## src/rtl/fib_seq_gen.sv

```systemverilog
// fib_seq_gen: streams Fibonacci/Lucas/Tribonacci/user-seeded terms with valid/ready handshake.
// Define FIB_SEQ_SAT_EN to saturate overflowed terms to all-ones instead of wrapping.
module fib_seq_gen #(
  parameter int WIDTH = 32,
  parameter int IDX_W = 8
) (
  input  logic             clock,
  input  logic             reset,
  input  logic             start,
  input  logic [1:0]       mode,
  input  logic [WIDTH-1:0] seed_a,
  input  logic [WIDTH-1:0] seed_b,
  input  logic [IDX_W-1:0] count,
  output logic             out_valid,
  input  logic             out_ready,
  output logic [WIDTH-1:0] out_data,
  output logic [IDX_W-1:0] out_index,
  output logic             out_last,
  output logic             busy,
  output logic             done,
  output logic             overflow
);
  localparam int SW = WIDTH + 2;
  typedef enum logic {IDLE, RUN} state_t;
  state_t state_q, state_d;
  logic [WIDTH-1:0] a_q, a_d, b_q, b_d, c_q, c_d;
  logic fa_q, fa_d, fb_q, fb_d, fc_q, fc_d;
  logic trib_q, trib_d, done_q, done_d, ovf_q, ovf_d;
  logic [IDX_W-1:0] idx_q, idx_d, cnt_q, cnt_d;
  logic [SW-1:0] sum;
  logic sum_f, last;
  logic [WIDTH-1:0] nxt;
  // a is the presented term, b and c the precomputed successors; f* mark terms born from an overflow
  assign sum   = SW'(a_q) + SW'(b_q) + (trib_q ? SW'(c_q) : '0);
  assign sum_f = (|sum[SW-1:WIDTH]) | fa_q | fb_q | (trib_q & fc_q);
`ifdef FIB_SEQ_SAT_EN
  assign nxt = sum_f ? '1 : sum[WIDTH-1:0];
`else
  assign nxt = sum[WIDTH-1:0];
`endif
  assign last      = idx_q == cnt_q - IDX_W'(1);
  assign out_valid = state_q == RUN;
  assign busy      = state_q == RUN;
  assign out_last  = out_valid && last;
  assign out_data  = a_q;
  assign out_index = idx_q;
  assign done      = done_q;
  assign overflow  = ovf_q;
  always_comb begin
    state_d = state_q;
    a_d = a_q;
    b_d = b_q;
    c_d = c_q;
    fa_d = fa_q;
    fb_d = fb_q;
    fc_d = fc_q;
    trib_d = trib_q;
    idx_d = idx_q;
    cnt_d = cnt_q;
    ovf_d = ovf_q;
    done_d = 1'b0;
    if (state_q == IDLE && start) begin
      ovf_d = 1'b0;
      done_d = count == '0;
      if (count != '0) begin
        state_d = RUN;
        a_d = mode == 2'b11 ? seed_a : mode == 2'b01 ? WIDTH'(2) : '0;
        b_d = mode == 2'b11 ? seed_b : mode == 2'b10 ? '0 : WIDTH'(1);
        c_d = WIDTH'(1);
        {fa_d, fb_d, fc_d} = 3'b000;
        trib_d = mode == 2'b10;
        idx_d = '0;
        cnt_d = count;
      end
    end else if (state_q == RUN && out_ready) begin
      state_d = last ? IDLE : RUN;
      done_d = last;
      if (!last) begin
        idx_d = idx_q + IDX_W'(1);
        a_d = b_q;
        fa_d = fb_q;
        ovf_d = ovf_q | fb_q;
        b_d = trib_q ? c_q : nxt;
        fb_d = trib_q ? fc_q : sum_f;
        c_d = trib_q ? nxt : c_q;
        fc_d = trib_q ? sum_f : fc_q;
      end
    end
  end
  always_ff @(posedge clock or posedge reset) begin
    if (reset) begin
      state_q <= IDLE;
      a_q <= '0;
      b_q <= '0;
      c_q <= '0;
      {fa_q, fb_q, fc_q} <= 3'b000;
      trib_q <= 1'b0;
      idx_q <= '0;
      cnt_q <= '0;
      ovf_q <= 1'b0;
      done_q <= 1'b0;
    end else begin
      state_q <= state_d;
      a_q <= a_d;
      b_q <= b_d;
      c_q <= c_d;
      {fa_q, fb_q, fc_q} <= {fa_d, fb_d, fc_d};
      trib_q <= trib_d;
      idx_q <= idx_d;
      cnt_q <= cnt_d;
      ovf_q <= ovf_d;
      done_q <= done_d;
    end
  end
endmodule

```

## config.mk

```make
export PLATFORM = sky130hd
export DESIGN_NAME = fib_seq_gen
export DESIGN_NICKNAME = d
export VERILOG_FILES = /design/src/rtl/fib_seq_gen.sv
export SDC_FILE = /design/constraint.sdc
export NUM_CORES = 1
export LEC_CHECK = 0
export ABC_CLOCK_PERIOD_IN_PS = 4100
export CAP_MARGIN = 5
export CELL_PAD_IN_SITES_DETAIL_PLACEMENT = 0
export CELL_PAD_IN_SITES_GLOBAL_PLACEMENT = 1
export CORE_UTILIZATION = 38
export CTS_CLUSTER_SIZE = 30
export DETAILED_ROUTE_END_ITERATION = 8
export HOLD_SLACK_MARGIN = 0.15
export PLACE_DENSITY_LB_ADDON = 0.1
export SETUP_SLACK_MARGIN = 0.15
export SLEW_MARGIN = 20
export SYNTH_ARGS = -nofsm -noshare
export SYNTH_HDL_FRONTEND = slang
export SYNTH_SLANG_ARGS = --single-unit
```

## constraint.sdc

```tcl
create_clock -name clock -period 4.1 [get_ports clock]
set_input_delay 0.82 -clock clock [delete_from_list [all_inputs] [get_ports clock]]
set_output_delay 0.82 -clock clock [all_outputs]
set_load 0.02 [all_outputs]
```

==> run_summary.xml <==
<?xml version="1.0" encoding="UTF-8"?>
<metrics>
  <group name="floorplanning">
    <metric name="floorplan.rows" unit="">52</metric>
    <metric name="fp.coreArea" unit="sq um">20430</metric>
    <metric name="floorplan.initialDensity" unit="%">39.14</metric>
    <metric name="die-area" unit="sq um">21620</metric>
    <metric name="die-width" unit="microns">147.1</metric>
    <metric name="design.portCount" unit="">123</metric>
    <metric name="die_h" unit="microns">147.1</metric>
  </group>
  <group name="place">
    <metric name="gp_congestion" unit="">0.8448</metric>
    <metric name="dp_hpwl" unit="microns">15960</metric>
    <metric name="buffer_ports.inserted" unit="">122</metric>
  </group>
  <group name="worst_setup_path">
    <metric name="crit_path_start_kind" unit="">flip-flop</metric>
    <metric name="path_class" unit="">flip-flop to flip-flop</metric>
    <metric name="required" unit="ns">4.41</metric>
    <metric name="critical-path-max-stage-delay" unit="ns">0.46</metric>
    <metric name="cp_data_arrival_time" unit="ns">4.01</metric>
    <metric name="worst_path_max_delay_cell" unit="">sky130_fd_sc_hd__fa_1</metric>
    <metric name="critical_path.cell_chain" unit="">buf_6, and2_1, fa_1, ha_1, o211ai_1, o21ai_0, o311ai_2, a31oi_2, a41oi_1, xor2_1, nor2_1, a221oi_1, a21oi_1</metric>
    <metric name="cp_endpoint_kind" unit="">flip-flop</metric>
    <metric name="critPathMaxFanout" unit="">23</metric>
  </group>
  <group name="cts">
    <metric name="worst_skew_pair.late_latency" unit="ns">0.43</metric>
    <metric name="clock_path_buffers" unit="">2</metric>
    <metric name="cts_made_buffers" unit="">17</metric>
    <metric name="clock_sinks" unit="">119</metric>
    <metric name="cts_htree_levels" unit="">4</metric>
    <metric name="clock_slew_at_reported_path_ffs" unit="ns">0.06</metric>
    <metric name="cts_tree" unit="">built</metric>
    <metric name="ctsRootBufferMaster" unit="">sky130_fd_sc_hd__clkbuf_16</metric>
  </group>
  <group name="sta">
    <metric name="maxClockFrequency" unit="GHz">0.2701</metric>
    <metric name="report.final.setup_viol" unit="">0</metric>
    <metric name="period_needed" unit="ns">3.702</metric>
    <metric name="report.final.slew_viol_count" unit="">0</metric>
    <metric name="finalClockSkew" unit="ns">0.009699</metric>
    <metric name="setup_total_negative_slack" unit="ns">0</metric>
    <metric name="period_share" unit="%">90.28</metric>
    <metric name="setup_repair_after_global_routing_missed_its_margin" unit="">no</metric>
    <metric name="slew_headroom" unit="%">49.69</metric>
    <metric name="final_hold_viol_count" unit="">0</metric>
    <metric name="timing_worst_slew_pin_value" unit="ns">0.7519</metric>
  </group>
  <group name="synthesis">
    <metric name="synth-warning-count" unit="">0</metric>
    <metric name="synth_seq_cells" unit="">119</metric>
    <metric name="ys.flop_type" unit="">sky130_fd_sc_hd__dfrtp_1</metric>
    <metric name="synth-simple-area-share" unit="%">17.50</metric>
    <metric name="synth.mux.area_fraction" unit="%">0.1408</metric>
    <metric name="netlist_instances" unit="">899</metric>
    <metric name="synth.avg_cell_area" unit="sq um">8.893</metric>
    <metric name="synth_adder_area_share" unit="%">13.43</metric>
    <metric name="synth_compound_area_share" unit="%">22.32</metric>
    <metric name="synth.yosys.seq_area_share" unit="%">37.25</metric>
    <metric name="synth_top_family_by_area" unit="">compound AO/OA/AOI/OAI gates</metric>
    <metric name="mappedNetlistArea" unit="sq um">7995</metric>
    <metric name="netlist-cell-type-count" unit="">62</metric>
    <metric name="ys_async_sr_fraction" unit="%">100.0</metric>
    <metric name="synth_enable_flop_cells" unit="">0</metric>
    <metric name="total_nets_after_synthesis" unit="">1043</metric>
    <metric name="post_synth_xor_area_fraction" unit="%">4.710</metric>
  </group>
  <group name="global_route">
    <metric name="grt_util_all_layers" unit="%">22.08</metric>
    <metric name="grt_first_pass_wirelength" unit="microns">37520</metric>
    <metric name="grt_max_degree" unit="">120</metric>
    <metric name="antenna_found_initial" unit="">0</metric>
    <metric name="grt_pass1_vias" unit="">7085</metric>
    <metric name="overflow" unit="">0</metric>
  </group>
  <group name="layout">
    <metric name="flow.area_growth_from_synthesis" unit="%">26.68</metric>
    <metric name="final_core_utilization" unit="%">49.58</metric>
    <metric name="layout-drive-gt1-share" unit="%">7.662</metric>
    <metric name="layout.filler_cells" unit="">1989</metric>
    <metric name="num-nets-final" unit="">1149</metric>
    <metric name="antennaDiodeCount" unit="">0</metric>
  </group>
  <group name="routing">
    <metric name="route.detailed.drc" unit="">0</metric>
    <metric name="via_count" unit="">7065</metric>
    <metric name="totalWireLength" unit="microns">22540</metric>
    <metric name="drt_first_pass_iters" unit="">7</metric>
    <metric name="drt-vias-per-instance" unit="">5.485</metric>
    <metric name="routed_wire_length_per_instance" unit="microns">17.50</metric>
    <metric name="drt-initial-drc-count" unit="">414</metric>
    <metric name="antenna_violating_nets_post_route" unit="">0</metric>
  </group>
  <group name="worst_hold_path">
    <metric name="timing.hold.worst.class" unit="">flip-flop to flip-flop</metric>
  </group>
  <group name="status">
    <metric name="status" unit="">complete, no violations</metric>
  </group>
  <group name="flow_run">
    <metric name="drv_cap" unit="">0</metric>
  </group>
</metrics>
==> synth_stat cells, types with 15 or more instances <==
cell type,count,area (sq um)
sky130_fd_sc_hd__a221oi_1,28,245.2
sky130_fd_sc_hd__inv_1,21,78.83
sky130_fd_sc_hd__o21ai_0,86,430.4
sky130_fd_sc_hd__dfrtp_1,119,2978
sky130_fd_sc_hd__clkbuf_1,39,146.4
sky130_fd_sc_hd__nor2_1,102,382.9
sky130_fd_sc_hd__nand3_1,38,190.2
sky130_fd_sc_hd__a21oi_1,78,390.4
sky130_fd_sc_hd__ha_1,33,412.9
sky130_fd_sc_hd__fa_1,33,660.6
sky130_fd_sc_hd__nand2_1,91,341.6
sky130_fd_sc_hd__xnor2_1,28,245.2
sky130_fd_sc_hd__xor2_1,15,131.4
sky130_fd_sc_hd__and2_1,32,200.2
==> cell type report <==
class,count,area [sq um],share of cell area (%)
repair buffers,145,1435,14.17
clock buffers,18,439.2,4.336
clock inverters,14,148.9,1.470
inverters,22,86.33,0.8524
flip-flops and latches,119,2979,29.41
multi-input cells,700,4702,46.42
well taps,270,337.8,3.335
==> routing by layer <==
layer / vias up / track usage (%) / part of all wire (%)
li1: 3401 / - / -
met1: 3466 / 30.74 / 48
met2: 174 / 34.83 / 46
met3: 24 / 4.193 / 4.6
met4: 0 / 6.546 / 1.4
met5: - / 0 / 0
==> cell usage in the layout, fill, tap and decap left out, drive strengths merged, types with 6 or more instances in the layout <==
cell	Yosys	final
clkdlybuf4s50	0	122
dfrtp	119	119
nor2	103	103
o21ai	95	95
nand2	92	92
a21oi	78	78
nand3	38	38
fa	33	33
and2	33	33
ha	33	33
xnor2	28	28
a221oi	28	28
inv	22	24
buf	19	23
clkbuf	39	18
xor2	15	15
nor3	12	12
a21o	12	12
o211ai	11	11
o21bai	10	10
o21a	9	9
a22oi	8	8
nand4	7	7
nor4	6	6
==> stage by stage <==
step | area (sq um) | setup slack, ns | cells | hold slack, ns
2_1_floorplan | 8009 | 0.1732 | 899 | 0.4603
3_3_place_gp | 9482 | 0.2872 | 1255 | 0.4731
3_5_place_dp | 9482 | 0.1366 | 1255 | 0.4829
4_1_cts | 10070 | 0.1515 | 1287 | 0.4961
5_1_grt | 10130 | 0.1374 | 1288 | 0.5174
6_report | 10130 | 0.3983 | 1288 | 0.4943
==> worst paths after layout <==
path | from | end | slack [ns] | depth (start not counted)
min in group asynchronous | reset | b_q[7] | 0.94 | 3
max in group asynchronous | reset | trib_q | 2.66 | 3
min | c_q[14] | c_q[14] | 0.49 | 2
max reg2reg | trib_q | b_q[30] | 0.40 | 13
max | trib_q | b_q[30] | 0.40 | 13
min reg2reg | c_q[14] | c_q[14] | 0.49 | 2
==> kinds of logic after synthesis <==
logic type | count (synthesis)
AOI/OAI and AO/OA | 283
xor gates and xnor gates | 43
adders and majority gates | 66
buffers and inverters | 80
DFF | 119
muxes | 1
and+or+nand+nor | 307
==> worst max-delay path, delay by kind of cell, from the launching register on <==
family | cells | cell delay, ns
and+or+nand+nor | 2 | 0.26
AOI/OAI and AO/OA | 7 | 1.58
adders and majority gates | 2 | 0.85
buffers and inverters | 1 | 0.18
DFF | 1 | 0.45
xor gates and xnor gates | 1 | 0.26
==> state kept, by name (all words and copies together), names as in the netlist <==
register   count
b_q           32
c_q           32
out_data      32
cnt_q          8
out_index      8
busy           1
done           1
fa_q           1
fb_q           1
fc_q           1
overflow       1
trib_q         1
==> timing repair <==
action / in CTS / in global routing
pin swaps: 0 / 2
resized for setup: 1 / 12
endpoints found under the hold margin: 0 / 0
endpoints found under the setup margin: 3 / 19
hold buffers: 0 / 0
setup buffers: 0 / 1
Power is left out: the tool's default activity adds up to more than one toggle a clock period on the data nets, which glitch-free logic cannot reach.
